<file path="config.mk">
export PLATFORM = sky130hd
export DESIGN_NAME = pipe_hazard_ctrl
export DESIGN_NICKNAME = d
export VERILOG_FILES = /design/src/rtl/pipe_hazard_ctrl.sv
export SDC_FILE = /design/constraint.sdc
export NUM_CORES = 1
export LEC_CHECK = 0
export BUFFER_PORTS_ARGS = -buffer_cell sky130_fd_sc_hd__buf_4
export CAP_MARGIN = 20
export CORE_AREA = 2 2 39 41
export CTS_BUF_LIST = sky130_fd_sc_hd__clkbuf_4
export DETAILED_ROUTE_END_ITERATION = 16
export DIE_AREA = 0 0 41 43
export PLACE_DENSITY = 0.77
export SYNTH_ARGS = -nofsm -noshare
export SYNTH_HDL_FRONTEND = slang
export SYNTH_SLANG_ARGS = --single-unit
</file>
<file path="constraint.sdc">
create_clock -name clk -period 1.9 [get_ports clk]
set_clock_uncertainty 0.05 [all_clocks]
set_input_delay 0.38 -clock clk [delete_from_list [all_inputs] [get_ports clk]]
set_output_delay 0.38 -clock clk [all_outputs]
set_load 0.01 [all_outputs]
</file>
<file path="src/rtl/pipe_hazard_ctrl.sv">
// -----------------------------------------------------------------------------
// pipe_hazard_ctrl
// Central stall/flush controller for a 5-stage pipeline. Drives the enable and
// clear pins of the PC and the IF/ID, ID/EX, EX/MEM and MEM/WB registers.
// Detects load-use hazards and taken-branch redirects, and runs a data-memory
// req/ack wait FSM with a timeout.
//
// Ports:
//   clk, reset_n           clock (rising edge), asynchronous active-low reset
//   id_rs1/id_rs2          ID-stage source registers, id_uses_rs1/2 qualifiers
//   ex_rd, ex_is_load      EX-stage destination register and load flag
//   ex_branch_taken        EX resolved a taken branch/jump (redirect)
//   mem_req, dmem_ack      MEM-stage access request, memory completion
//   dmem_req, dmem_err     request to data memory, one-cycle timeout pulse
//   *_en, *_clear          pipeline register enables and bubble-insert clears
//
// Optional feature (macro PIPE_PERF_EN): adds stall_cnt / flush_cnt 32-bit
// event counters. With the macro undefined these ports and registers are absent.
// -----------------------------------------------------------------------------
module pipe_hazard_ctrl #(
  parameter int REG_ADDR_W  = 5,
  parameter int MEM_TIMEOUT = 16,
  parameter int CNT_W       = 5
) (
  input  logic                  clk,
  input  logic                  reset_n,
  input  logic [REG_ADDR_W-1:0] id_rs1,
  input  logic [REG_ADDR_W-1:0] id_rs2,
  input  logic                  id_uses_rs1,
  input  logic                  id_uses_rs2,
  input  logic [REG_ADDR_W-1:0] ex_rd,
  input  logic                  ex_is_load,
  input  logic                  ex_branch_taken,
  input  logic                  mem_req,
  input  logic                  dmem_ack,
  output logic                  dmem_req,
  output logic                  dmem_err,
  output logic                  pc_en,
  output logic                  if_id_en,
  output logic                  id_ex_en,
  output logic                  ex_mem_en,
  output logic                  mem_wb_en,
  output logic                  if_id_clear,
  output logic                  id_ex_clear,
  output logic                  ex_mem_clear,
  output logic                  mem_wb_clear
`ifdef PIPE_PERF_EN
  ,
  output logic [31:0]           stall_cnt,
  output logic [31:0]           flush_cnt
`endif
);

  typedef enum logic [0:0] {S_IDLE = 1'b0, S_WAIT = 1'b1} state_t;

  localparam logic [CNT_W-1:0] CNT_LAST = CNT_W'(MEM_TIMEOUT - 1);
  localparam logic [CNT_W-1:0] CNT_ZERO = {CNT_W{1'b0}};

  state_t           state_q, state_d;
  logic [CNT_W-1:0] cnt_q, cnt_d;

  logic mem_stall_s;
  logic timeout_s;
  logic load_use_s;
  logic branch_flush_s;
  logic lu_stall_s;

  // Load-use hazard term; x0 is never a real dependency.
  assign load_use_s = ex_is_load && (ex_rd != {REG_ADDR_W{1'b0}}) &&
                      ((id_uses_rs1 && (id_rs1 == ex_rd)) ||
                       (id_uses_rs2 && (id_rs2 == ex_rd)));

  // Wait FSM next state and memory stall/timeout decode.
  always_comb begin
    state_d     = state_q;
    cnt_d       = cnt_q;
    mem_stall_s = 1'b0;
    timeout_s   = 1'b0;
    dmem_req    = mem_req;
    case (state_q)
      S_IDLE: begin
        dmem_req = mem_req;
        if (mem_req && !dmem_ack) begin
          mem_stall_s = 1'b1;
          state_d     = S_WAIT;
          cnt_d       = CNT_ZERO;
        end else begin
          state_d = S_IDLE;
        end
      end
      S_WAIT: begin
        dmem_req = 1'b1;
        // Ack wins over timeout when both land in the same cycle.
        if (dmem_ack) begin
          state_d = S_IDLE;
          cnt_d   = CNT_ZERO;
        end else if (cnt_q == CNT_LAST) begin
          timeout_s = 1'b1;
          state_d   = S_IDLE;
          cnt_d     = CNT_ZERO;
        end else begin
          mem_stall_s = 1'b1;
          cnt_d       = cnt_q + {{(CNT_W-1){1'b0}}, 1'b1};
        end
      end
      default: begin
        state_d = S_IDLE;
        cnt_d   = CNT_ZERO;
      end
    endcase
  end

  // Enable/clear decode: mem stall > branch flush > load-use. While reset is
  // held the outputs present the no-hazard values.
  always_comb begin
    pc_en          = 1'b1;
    if_id_en       = 1'b1;
    id_ex_en       = 1'b1;
    ex_mem_en      = 1'b1;
    mem_wb_en      = 1'b1;
    if_id_clear    = 1'b0;
    id_ex_clear    = 1'b0;
    ex_mem_clear   = 1'b0;
    mem_wb_clear   = 1'b0;
    dmem_err       = 1'b0;
    branch_flush_s = 1'b0;
    lu_stall_s     = 1'b0;
    if (!reset_n) begin
      pc_en = 1'b1;
    end else if (mem_stall_s) begin
      // Freeze everything upstream of MEM; bubble into WB.
      pc_en        = 1'b0;
      if_id_en     = 1'b0;
      id_ex_en     = 1'b0;
      ex_mem_en    = 1'b0;
      mem_wb_clear = 1'b1;
    end else begin
      // A timed-out access retires with its result dropped.
      mem_wb_clear = timeout_s;
      dmem_err     = timeout_s;
      if (ex_branch_taken) begin
        branch_flush_s = 1'b1;
        if_id_clear    = 1'b1;
        id_ex_clear    = 1'b1;
      end else if (load_use_s) begin
        lu_stall_s  = 1'b1;
        pc_en       = 1'b0;
        if_id_en    = 1'b0;
        id_ex_clear = 1'b1;
      end else begin
        lu_stall_s = 1'b0;
      end
    end
  end

  // FSM state and wait counter registers.
  always_ff @(posedge clk or negedge reset_n) begin
    if (!reset_n) begin
      state_q <= S_IDLE;
      cnt_q   <= CNT_ZERO;
    end else begin
      state_q <= state_d;
      cnt_q   <= cnt_d;
    end
  end

`ifdef PIPE_PERF_EN
  logic [31:0] stall_cnt_q, stall_cnt_d;
  logic [31:0] flush_cnt_q, flush_cnt_d;

  // Performance counter next values (wrap modulo 2^32).
  always_comb begin
    stall_cnt_d = stall_cnt_q;
    flush_cnt_d = flush_cnt_q;
    if (mem_stall_s || lu_stall_s) begin
      stall_cnt_d = stall_cnt_q + 32'd1;
    end else begin
      stall_cnt_d = stall_cnt_q;
    end
    if (branch_flush_s || timeout_s) begin
      flush_cnt_d = flush_cnt_q + 32'd1;
    end else begin
      flush_cnt_d = flush_cnt_q;
    end
  end

  // Performance counter registers.
  always_ff @(posedge clk or negedge reset_n) begin
    if (!reset_n) begin
      stall_cnt_q <= 32'd0;
      flush_cnt_q <= 32'd0;
    end else begin
      stall_cnt_q <= stall_cnt_d;
      flush_cnt_q <= flush_cnt_d;
    end
  end

  assign stall_cnt = stall_cnt_q;
  assign flush_cnt = flush_cnt_q;
`endif

endmodule

</file>
# --- Yosys cells after proc, flatten, opt, wreduce, memory -nomap -nowiden ---
# Index checks and enable logic that the tools add are counted.
totals:
  reg_bits: 6
  latchBits: 0
  ramBits: 0
  romBits: 0
  inputBits: 23
  output_inout_bits: 11
  word_cells: 45
  mem_count: 0
op_classes:
  n_addsub: 1
  n_mul: 0
  n_div: 0
  magnitude_cmp: 0
  n_eq_ne: 4
  n_shift: 0
  muxes: 29
  bitwise: 1
  n_reduce_logical: 8
ops:
  columns: ["cell", "n"]
  rows:
  - ["$mux W1", 23]
  - ["$mux W5", 3]
  - ["$eq A5 B5 Y1", 2]
  - ["$pmux W5 S2", 1]
  - ["$add A5 B1 Y5 const B", 1]
  - ["$eq A5 B4 Y1 const B", 1]
  - ["$logic_and A1 B1 Y1", 5]
  - ["$reduce_bool A5 Y1", 1]
  - ["$pmux W1 S2", 2]
  - ["$ne A2 B2 Y1 const B", 1]
  - ["$logic_not A1 Y1", 1]
  - ["$logic_or A1 B1 Y1", 1]
  - ["$not A1 Y1", 1]

# --- Longest topological paths before layout ---
depth:
  ltp_word: 8
  mapped_depth: 6
  depth_no_buf: 5

# --- Worst setup path before layout ---
# Ideal clock, no wire load.
synth_path:
  kind: "in2out"
  startpoint: "input port ex_rd[1]"
  endpoint: "output port pc_en"
  t_arrival_ps: 1503
  required_time_ps: 1470
  setup_slack_ps: -33
  path_stages: 4
  n_path_buf: 1
  path_cell_list: "or4_1 o21a_1 a41oi_2 buf_4"
synth_between:
  elab_chain_cells: 8
  word_cells_on_any_way: 12
  classes_between: "2 x eq/ne; 4 x mux; 6 x reduce/logical"
synth_lines:
  columns: ["item", "line_no", "text"]
  rows:
  - ["from (decl)", "31", "input logic [REG_ADDR_W-1:0] ex_rd,"]
  - ["$eq A5 B5 Y1 (on tied branches)", "70, 71", null]
  - ["$logic_and A1 B1 Y1 (on tied branches)", "70, 71", null]
  - ["$logic_or A1 B1 Y1", "70", "((id_uses_rs1 && (id_rs1 == ex_rd)) ||"]
  - ["$logic_and A1 B1 Y1 *", "69", "assign load_use_s = ex_is_load && (ex_rd != {REG_ADDR_W{1'b0}}) &&"]
  - ["$mux W1 * (4 in a row)", null, null]
  - ["to (decl)", "38", "output logic pc_en,"]
# Every way passes the cells marked *; elsewhere a longest branch is shown, timed or not.

# --- Worst setup path in the final report ---
layout_path:
  startpoint: "register cnt_q[1]"
  endpoint: "output port id_ex_clear"
layout_between:
  elab_chain_cells: 6
layout_lines:
  columns: ["item", "line_no", "text"]
  rows:
  - ["from (decl)", "60", "logic [CNT_W-1:0] cnt_q, cnt_d;"]
  - ["from (signal assigned)", "163", "cnt_q <= cnt_d;"]
  - ["$eq A5 B4 Y1", "97", "end else if (cnt_q == CNT_LAST) begin"]
  - ["$mux W1", "97", null]
  - ["$mux W1", "94", "if (dmem_ack) begin"]
  - ["$pmux W1 S2", "80", "case (state_q)"]
  - ["$mux W1", "130", "end else if (mem_stall_s) begin"]
  - ["$mux W1", "128", "if (!reset_n) begin"]
  - ["to (decl)", "44", "output logic id_ex_clear,"]
# No other way between the ends.

==> out/summary.txt <==
CTS tree -> built
clk slew on worst S/H paths -> 0.04 ns
Gate power share -> 40.0%
CP max-delay cell -> dfrtp_1
Hold Path End -> state_q$_DFF_PN0_
pins over their slew limit -> 0
cell depth of the worst hold path -> 3
synthesis-stage register bit count -> 6
I/O pins -> 34
leakage power -> 0.5041 nW
clk buf depth -> 2
RR Startpoint -> cnt_q[1]$_DFFE_PN0P_
area of the multi-input gates -> 392.9 um2
Synth area leader -> dfrtp_1
DRC Markers -> 0
Psw -> 0.1182 mW
RSZ-0062 raised after global routing -> true
Clock Tree Root -> clkbuf_4
Area growth, synth to finish -> 79.00%
Pint -> 0.3073 mW
core area -> 1384 um2
Setup-failing EPs final -> 6
top post-synthesis cells by area -> dfrtp_1 27%, xnor2_1 16%, buf_4 5.5%, nand4b_4 4.3%, nand2_1 4.1%
Crit Path Class -> flip-flop to primary output
drt via density -> 4.865
maximum number of pins on one net before global-route repair -> 7
global route overflow -> 0
post-route ant nets -> 0
drt pass-1 iters -> 4
crit path time final -> 2.057 ns
Hold Fails Final Rpt -> 0
DR WL/cell -> 11.77 um
synthesized area -> 548.0 um2
commonest non-fill, non-tap cell in the layout -> buf_4
# diodes -> 0
switching share of power -> 27.78%
critical path launch point type -> flip-flop
layout cells sized above 1 -> 53.64%
Syn Area/Cell -> 8.563 um2
Worst EP arrival -> 1.63 ns
clock sinks -> 6
Fill cells -> 108
Reg power frac -> 32.8%
CTS buffer count -> 3
R2R Setup Slk -> 0.46 ns
Starting Density -> 39.60%
Peak VDD IR -> 350.6 uV
Die Y -> 43 um
Final nets -> 136
DR iter-0 viols -> 3
FP Rows -> 14
hold wc startpoint -> dmem_ack
crit path cell chain -> ha_2, nand4b_4, a221oi_4, and2_4, a31o_1, buf_4
Critical Path RT -> 1.47 ns
cells after synthesis -> 64
crit end category -> primary output
Port Buf Inserts -> 31
register area -> 150.1 um2
max-cap violation count -> 0
H-tree depth -> 1
sequential fraction of the synthesis area -> 27.40%
Die Footprint -> 1763 um2
Tcrit/Tclk final -> 108.3%
Setup Slack @ Placement -> -0.08696 ns
Cell Pwr Density -> 433.8 nW/um2
Fmax -> 0.4861 GHz
YS warnings -> 0
Post-Route WL -> 1.483 mm
initial antenna violation count -> 0
leading cell types in the layout, fill and taps excluded -> 41 x buf_4, 10 x xnor2_1, 6 x nand2_1, 6 x dfrtp_1, 5 x buf_6
failing checks -> setup timing
Placer Congestion -> 0.8021
area share of the largest cell type after synthesis -> 27.40%
Clock Power Share -> 27.2%
global-route wire length before repair -> 2.311 mm
Max stage delay on crit path -> 0.35 ns
crit-path max FO -> 2
status -> complete, but fails checks
Die X -> 41 um
Vias -> 613
number of distinct library cells after synthesis -> 26
Min-Delay Path Class -> primary input to flip-flop
Hold Slack -> 0.3467 ns
PnR worst setup slack -> -0.1573 ns
Reg-to-Reg End -> cnt_q[3]$_DFFE_PN0P_
vias in the first global route -> 592
Total GRT Usage -> 19.11%
R2R cell count -> 7
DP HPWL -> 1.164 mm
clock latency on the worst-skew pair -> 0.24 ns
Net Count, Synth -> 88
-- metal layers --
layer / part of all wire, % / track usage (%) / wire, um
met5: 0 / 0 / 0
met4: 0.27 / 8.000 / 4
met3: 15 / 6.806 / 226
met2: 49 / 33.13 / 726
met1: 35 / 19.08 / 526
-- cells by family (layout without fill, tap and decap cells) --
| kind of cell | Yosys count | after routing | synth area share (%) |
|---|---|---|---|
| simple gates | 22 | 22 | 23.29 |
| compound gates | 12 | 12 | 17.36 |
| xor+xnor | 11 | 11 | 17.58 |
| buf+inv | 9 | 55 | 8.905 |
| flops | 6 | 6 | 27.40 |
| other cells | 2 | 2 | 1.370 |
| fa+ha+maj | 1 | 1 | 2.283 |
| mux | 1 | 1 | 1.827 |
-- what timing repair did --
action,4_1_cts,5_1_grt
setup endpoints to repair,6,7
gates resized for setup,6,10
hold endpoints to repair,6,0
buffers inserted,2,0
hold buffers,1,0
pin swaps,1,1
-- synth_stat cells --
cell	n
xor2_1	1
xnor2_1	10
a41oi_2	1
a22o_1	2
a221oi_1	1
nand2_1	6
or4_1	1
nand3_1	3
and2b_4	1
a32o_1	1
a21oi_1	2
nand4b_4	1
inv_1	5
dfrtp_1	6
buf_4	4
nor2b_1	1
o22ai_1	1
o21ai_0	2
o21a_1	1
a31o_1	1
nor2_1	6
nand4_1	2
mux2i_1	1
and2_2	1
ha_1	1
conb_1	2
-- power by group through the flow --
stage	combinational, mW	sequential [mW]	clock [mW]
floorplan	0.0662	0.143	0
global placement	0.148	0.140	0
detailed placement	0.152	0.141	0
CTS	0.162	0.140	0.122
global route	0.189	0.140	0.126
finish	0.170	0.140	0.116
-- through the flow --
stage               cells  util [%]  power (mW)  cell area [um2]  setup TNS [ns]
CTS                   126     67.63      0.4231            935.9         -0.8660
floorplan              64         -      0.2091            548.0               0
finish                126     70.89      0.4255            980.9         -0.6869
global placement      120     62.75      0.2886            868.3         -0.1697
global route          126     70.89      0.4550            980.9          -1.160
detailed placement    120     62.75      0.2928            868.3         -0.2291
-- worst max path at each step --
stage / endpoint / slack, ns / from
after floorplan: pc_en / 0.03 / ex_rd[1]
after global placement: id_ex_clear / -0.08 / ex_rd[1]
after detailed placement: id_ex_clear / -0.09 / ex_rd[1]
after CTS: if_id_en / -0.18 / cnt_q[1]$_DFFE_PN0P_
after global routing: id_ex_clear / -0.25 / cnt_q[1]$_DFFE_PN0P_
final: id_ex_clear / -0.16 / cnt_q[1]$_DFFE_PN0P_
-- cell type report --
cell class	instances	area share [%]
flip-flops and latches	6	15.31
well taps	16	2.041
clock buffers	3	2.296
multi-input cells	49	40.05
inverters	5	2.168
repair buffers	47	38.14
-- flip-flops by register name, indices dropped and copies added, names as in the netlist --
register  flops
state_q       1
cnt_q         5
-- worst max-delay path: cells and delay by family (launching register included) --
kind / cells / cell delay, ns
adders and majority gates: 1 / 0.21
DFF: 1 / 0.35
AOI/OAI and AO/OA: 2 / 0.41
buffers and inverters: 1 / 0.11
and+or+nand+nor: 2 / 0.31
Power figures use the tool's default switching activity.
